File: src/rtl/hwpf_stride_req_arb.sv
// Round-robin arbiter sharing the HPDcache prefetch request port between stride engines,
// with per-engine inflight/wait throttling. Define HWPF_STRIDE_ARB_OUT_REG_EN for a registered request path.
module hwpf_stride_req_arb #(
  parameter  int unsigned NUM_HW_PREFETCH = 4,
  parameter  int unsigned CLINE_W         = 58,
  parameter  int unsigned CNT_W           = 16,
  localparam int unsigned TID_W           = $clog2(NUM_HW_PREFETCH)
) (
  input  logic                               clk_i,
  input  logic                               rst_ni,
  input  logic [NUM_HW_PREFETCH-1:0]         eng_req_valid_i,
  output logic [NUM_HW_PREFETCH-1:0]         eng_req_ready_o,
  input  logic [NUM_HW_PREFETCH*CLINE_W-1:0] eng_req_cline_i,
  input  logic [NUM_HW_PREFETCH*CNT_W-1:0]   eng_ninflight_i,
  input  logic [NUM_HW_PREFETCH*CNT_W-1:0]   eng_nwait_i,
  output logic [NUM_HW_PREFETCH-1:0]         eng_rsp_valid_o,
  output logic [NUM_HW_PREFETCH-1:0]         eng_busy_o,
  output logic                               mem_req_valid_o,
  input  logic                               mem_req_ready_i,
  output logic [CLINE_W-1:0]                 mem_req_cline_o,
  output logic [TID_W-1:0]                   mem_req_tid_o,
  input  logic                               mem_rsp_valid_i,
  input  logic [TID_W-1:0]                   mem_rsp_tid_i
);

  localparam int unsigned N = NUM_HW_PREFETCH;
  typedef logic [TID_W-1:0] tid_t;
  typedef logic [CNT_W-1:0] cnt_t;

  logic [N-1:0][CLINE_W-1:0] cline_arr;
  logic [N-1:0][CNT_W-1:0]   ninf_arr, nwait_arr;
  cnt_t [N-1:0]              inflight_q, inflight_d;
  cnt_t [N-1:0]              wait_q, wait_d;
  tid_t                      ptr_q, ptr_d;
  logic [N-1:0]              eligible;
  logic                      grant_vld;
  tid_t                      grant_tid, scan_idx;
  logic                      acc_vld;
  tid_t                      acc_tid;
  logic [N-1:0]              accept;
  logic [N-1:0]              rsp_hit;
  logic                      rsp_underflow;

  assign cline_arr = eng_req_cline_i;
  assign ninf_arr  = eng_ninflight_i;
  assign nwait_arr = eng_nwait_i;

  always_comb begin
    eligible = '0;
    for (int unsigned i = 0; i < N; i++) begin
      eligible[i] = eng_req_valid_i[i] && (wait_q[i] == '0) &&
                    ((ninf_arr[i] == '0) || (inflight_q[i] < ninf_arr[i]));
    end
  end

  always_comb begin
    grant_vld = 1'b0;
    grant_tid = '0;
    scan_idx  = '0;
    for (int unsigned k = 0; k < N; k++) begin
      scan_idx = tid_t'((32'(ptr_q) + k) % N);
      if (!grant_vld && eligible[scan_idx]) begin
        grant_vld = 1'b1;
        grant_tid = scan_idx;
      end
    end
  end

`ifdef HWPF_STRIDE_ARB_OUT_REG_EN
  logic                 out_vld_q;
  tid_t                 out_tid_q;
  logic [CLINE_W-1:0]   out_cline_q;
  logic                 load;

  // The register may be refilled in the same cycle it drains.
  assign load    = rst_ni && grant_vld && (!out_vld_q || mem_req_ready_i);
  assign acc_vld = load;
  assign acc_tid = grant_tid;

  always_ff @(posedge clk_i or negedge rst_ni) begin
    if (!rst_ni) begin
      out_vld_q   <= 1'b0;
      out_tid_q   <= '0;
      out_cline_q <= '0;
    end else if (load) begin
      out_vld_q   <= 1'b1;
      out_tid_q   <= grant_tid;
      out_cline_q <= cline_arr[grant_tid];
    end else if (mem_req_ready_i) begin
      out_vld_q   <= 1'b0;
    end
  end

  assign mem_req_valid_o = out_vld_q;
  assign mem_req_tid_o   = out_tid_q;
  assign mem_req_cline_o = out_cline_q;
`else
  logic lock_q;
  tid_t lock_tid_q;
  tid_t sel_tid;

  // While locked the held grant bypasses eligibility so tid/cline stay stable until the handshake.
  assign sel_tid         = lock_q ? lock_tid_q : grant_tid;
  assign mem_req_valid_o = rst_ni && (lock_q || grant_vld);
  assign mem_req_tid_o   = mem_req_valid_o ? sel_tid : '0;
  assign mem_req_cline_o = mem_req_valid_o ? cline_arr[sel_tid] : '0;
  assign acc_vld         = mem_req_valid_o && mem_req_ready_i;
  assign acc_tid         = sel_tid;

  always_ff @(posedge clk_i or negedge rst_ni) begin
    if (!rst_ni) begin
      lock_q     <= 1'b0;
      lock_tid_q <= '0;
    end else if (mem_req_valid_o && !mem_req_ready_i) begin
      lock_q     <= 1'b1;
      lock_tid_q <= sel_tid;
    end else begin
      lock_q     <= 1'b0;
    end
  end
`endif

  always_comb begin
    accept          = '0;
    rsp_hit         = '0;
    eng_rsp_valid_o = '0;
    rsp_underflow   = 1'b0;
    for (int unsigned i = 0; i < N; i++) begin
      accept[i]          = acc_vld && (acc_tid == tid_t'(i));
      eng_rsp_valid_o[i] = rst_ni && mem_rsp_valid_i && (mem_rsp_tid_i == tid_t'(i));
      rsp_hit[i]         = eng_rsp_valid_o[i] && (inflight_q[i] != '0);
      if (eng_rsp_valid_o[i] && (inflight_q[i] == '0)) rsp_underflow = 1'b1;
    end
  end

  assign eng_req_ready_o = accept;

  always_comb begin
    inflight_d = inflight_q;
    wait_d     = wait_q;
    ptr_d      = ptr_q;
    eng_busy_o = '0;
    for (int unsigned i = 0; i < N; i++) begin
      if (accept[i] && rsp_hit[i]) begin
        inflight_d[i] = inflight_q[i];
      end else if (accept[i] && (inflight_q[i] != '1)) begin
        inflight_d[i] = inflight_q[i] + cnt_t'(1);
      end else if (rsp_hit[i]) begin
        inflight_d[i] = inflight_q[i] - cnt_t'(1);
      end
      if (accept[i]) begin
        wait_d[i] = nwait_arr[i];
      end else if (wait_q[i] != '0) begin
        wait_d[i] = wait_q[i] - cnt_t'(1);
      end
      eng_busy_o[i] = (inflight_q[i] != '0) || (wait_q[i] != '0);
    end
    if (acc_vld) begin
      ptr_d = (acc_tid == tid_t'(N - 1)) ? '0 : acc_tid + tid_t'(1);
    end
  end

  always_ff @(posedge clk_i or negedge rst_ni) begin
    if (!rst_ni) begin
      inflight_q <= '0;
      wait_q     <= '0;
      ptr_q      <= '0;
    end else begin
      inflight_q <= inflight_d;
      wait_q     <= wait_d;
      ptr_q      <= ptr_d;
    end
  end

  // A response for an engine with nothing outstanding is dropped; flag it.
  always_ff @(posedge clk_i) begin
    if (rst_ni) begin
      assert (!rsp_underflow)
        else $warning("hwpf_stride_req_arb: stray response tid %0d ignored", mem_rsp_tid_i);
    end
  end

endmodule

File: config.mk
export PLATFORM = sky130hd
export DESIGN_NAME = hwpf_stride_req_arb
export DESIGN_NICKNAME = d
export VERILOG_FILES = /design/src/rtl/hwpf_stride_req_arb.sv
export SDC_FILE = /design/constraint.sdc
export NUM_CORES = 1
export LEC_CHECK = 0
export CORE_MARGIN = 1
export CORE_UTILIZATION = 35
export DETAILED_ROUTE_END_ITERATION = 16
export HOLD_SLACK_MARGIN = 0.08
export PLACE_DENSITY = 0.67
export SYNTH_ARGS = -nofsm -noshare
export SYNTH_HDL_FRONTEND = slang
export SYNTH_SLANG_ARGS = --single-unit
File: constraint.sdc
create_clock -name clk_i -period 12.1 [get_ports clk_i]
set_input_delay 2.42 -clock clk_i [delete_from_list [all_inputs] [get_ports clk_i]]
set_output_delay 2.42 -clock clk_i [all_outputs]
set_load 0.01 [all_outputs]
==> results.md <==
- Outcome: complete, no violations
- Die width: around 190 um
- H-tree depth: 4
- Clk sinks: between 100 and 150
- Finished Core Util: between 50% and 60%
- Detailed Route WL: 47460 um
- Post-CTS setup buffers: 0
- Die height: around 190 um
- Mapped Cells: ~1500
- I/O Pins: 443
- Period Utilization, post-route: between 70 and 80%
- P_int: 1.606 mW
- Sequential fraction of design power: between 20% and 30%
- Worst Hold Class: reg2reg
- Post-synth EDFFs: 0
- Highest-delay cell along the critical path: buf_4
- Worst path bufs/invs: 4
- 1st-pass router iterations: 5
- Hold-fix buffers, CTS: 0
- Clock Path Buffers: 2
- GRT overflow: 0
- Crit-path cells: clkdlybuf4s50_1 -> inv_1 -> ha_1 -> a21o_1 -> a21o_1 -> a21oi_1 -> or4b_1 -> a21oi_4 -> a2111o_1 -> a22o_4 -> buf_4 -> mux2i_1 -> o22ai_1 -> clkdlybuf4s50_1
- Synth top cells by count: dfrtp_1 (133), mux2i_1 (129), ha_1 (128)
- DRC: 0
- Logic pwr share: 50.7%
- Initial antenna violation count: 4
- Slowest stage delay, CP: around 750 ps
- ANT nets after route: 0
- Post-route setup TNS: 0 ps
- Psw: ~1.0 mW
- HPWL after detailed placement: 38360 um
- Clock power share: between 20% and 30%
- Area grow syn2layout: 41.39%
- Largest net degree at the start of global routing: a little under 80
- Asr flop ratio synth: 100.0%
- Crit path max-delay family: buffers and inverters
- TritonCTS Buffers: 17
- CP endpoint kind: output pin
- Register bit total from synthesis: around 130
- IO Port Bufs: ~440
- Number of global-route vias before repair: 12630
- # Max-Cap Violations: 0
- Clock transition at path regs: about 50 ps
- Required @ worst endpoint: a little under 10000 ps
- Final setup fails: 0
- Ys flop type: dfrtp_1
- Placed cell areas: approximately 0.018 mm^2
- Pre-CTS setup slack: between 2000 and 2500 ps
- Initial Utilization: a little over a third
- Post_cts resized: 0
- Crit Path Max Fanout: 58
- WL/cell: around 20 um
- GP Congestion: approximately 1
- First-pass GRT wire length: a little over 70000 um
- Post-synth top area cell: dfrtp_1
- Vias per cell: 5.369
- Share of post-route cells with drive strength above 1: 6.122%
- Core Area: about 0.037 mm^2
- Fin. Hold Viols: 0
- Die ar.: roughly 0.038 mm^2
- Layout net count: 2400
- Library cells used by synthesis: approximately 80
- CTS tree: yes
- Startpoint types: primary input
- Seq/Total Area, Yosys: 25.54%
- Initial DRC count: just under 800
- Slew Viols, Final: 0
- Finished Cell Area: around 0.018 mm^2
- Fmax: between 100 and 150 MHz
- Count leader, synth: dfrtp_1
- Worst-skew pair later-pin latency: 420 ps
- RSZ-0062 raised after global routing: no
- Top-area cell type share of the netlist area: about 26%
- CTS root buffer: clkbuf_16
- Peak VDD IR: about 87 uV
- Critical path class: in2out
- Worst Path Arrival: about 7200 ps
- Power density over the cells: 143.4 mW/mm^2
- Cell Rows: 70
- Syn_nets: around 2000
- Rel. slew slack: 31.57%
- Switching part of the total: around two fifths
- Syn Area/Cell: around 8.8 um^2
- Gr usage total: around a quarter
- Via count: between 10000 and 15000
- Lkg Pwr: between 8 and 9 nW
- Fin crit period: between 9000 and 10000 ps
- Yosys warnings: 0
- Post-Syn Area: ~0.013 mm^2
- Top post-synthesis cells by area: dfrtp_1 (26%), ha_1 (12%), mux2i_1 (9.9%), xnor2_1 (4.8%), a21oi_1 (4.5%)
- Post-route worst setup slack: between 2000 and 2500 ps
- Clock Skew: about 14 ps
- Worst Tran Pin Value: around 1000 ps
[cell usage in the layout, fill, tap and decap left out, drive strengths merged, types with 6 or more instances in the layout]
cell,synthesis,layout
a211oi,6,6
a21o,22,22
a21oi,118,118
and2,15,15
and3,7,7
and4,9,9
buf,25,8
clkbuf,22,21
clkdlybuf4s50,0,441
clkinv,2,7
dfrtp,133,133
ha,128,128
inv,108,108
mux2,46,46
mux2i,129,129
nand2,104,104
nand2b,11,11
nand3,11,11
nand4,32,32
nor2,113,113
nor2b,12,12
nor3,34,34
nor3b,8,8
nor4,58,58
o211ai,7,7
o21ai,37,37
o21bai,9,9
o22ai,58,58
o31ai,27,27
or2,8,8
or3,9,9
xnor2,72,72
xor2,35,35
[layout make-up]
| class | instances | area, um^2 |
|---|---|---|
| fillers | 3396 | 18180 |
| multi-input cells | 1187 | 8981 |
| repair buffers | 449 | 4478 |
| flip-flops and latches | 133 | 3328 |
| well taps | 468 | 585.6 |
| clock buffers | 21 | 460.4 |
| inverters | 110 | 412.9 |
| clock inverters | 11 | 175.2 |
| diodes | 2 | 5.005 |
[routing by layer]
metal	vias to the layer above	track usage, %	share of wire, %
met4	2	5.337	1.3
met1	6058	34.47	47
met5	-	0	0.029
met3	32	5.449	6.9
li1	6263	-	-
met2	428	37.42	44
[sequential cells by signal (all words and copies together) (netlist names)]
| name | count |
|---|---|
| ptr_q | 2 |
| lock_q | 1 |
| wait_q | 64 |
| inflight_q | 64 |
| lock_tid_q | 2 |
[power groups by stage]
stage	logic (mW)	clock network (mW)	registers [mW]
floorplan	0.992	0	0.670
global route	1.50	0.598	0.756
detailed placement	1.32	0	0.741
global placement	1.26	0	0.738
CTS	1.34	0.578	0.735
finish	1.34	0.565	0.739
[path summary, 6_finish.rpt]
check                                     from             endpoint  slack, ps  cells past startpoint
setup / recovery           eng_ninflight_i[13]  mem_req_cline_o[36]       2440                     14
hold / removal                   lock_tid_q[1]        lock_tid_q[1]        480                      2
setup reg to reg                    wait_q[16]       inflight_q[62]       5190                     26
hold reg to reg                  lock_tid_q[1]        lock_tid_q[1]        480                      2
max in group asynchronous               rst_ni            wait_q[6]       8700                      2
min in group asynchronous               rst_ni       inflight_q[36]       2030                      1
[tightest hold or removal path: stages (launching register included)]
cell	delay [ps]
dfrtp_1	340
nand2_1	40
o21ai_0	60
[cells by family after synthesis]
kind of cell,count (synthesis),share of synthesized area [%]
AND/OR/NAND/NOR,443,17.54
AO/OA/AOI/OAI,330,16.52
XOR/XNOR,107,7.191
adder cells (fa/ha/maj),132,12.90
buffers and inverters,157,5.732
flip-flops,133,25.54
multiplexers,175,14.57
[per-stage QoR]
step                      power [mW]  hold WS (ps)  instances
after floorplan                1.662         448.8       1477
after global placement         2.002         470.7       2347
after detailed placement       2.064         471.9       2347
after CTS                      2.647         484.6       2379
after global routing           2.859         508.0       2380
final                          2.642         480.1       2381
Power figures use the tool's default switching activity.
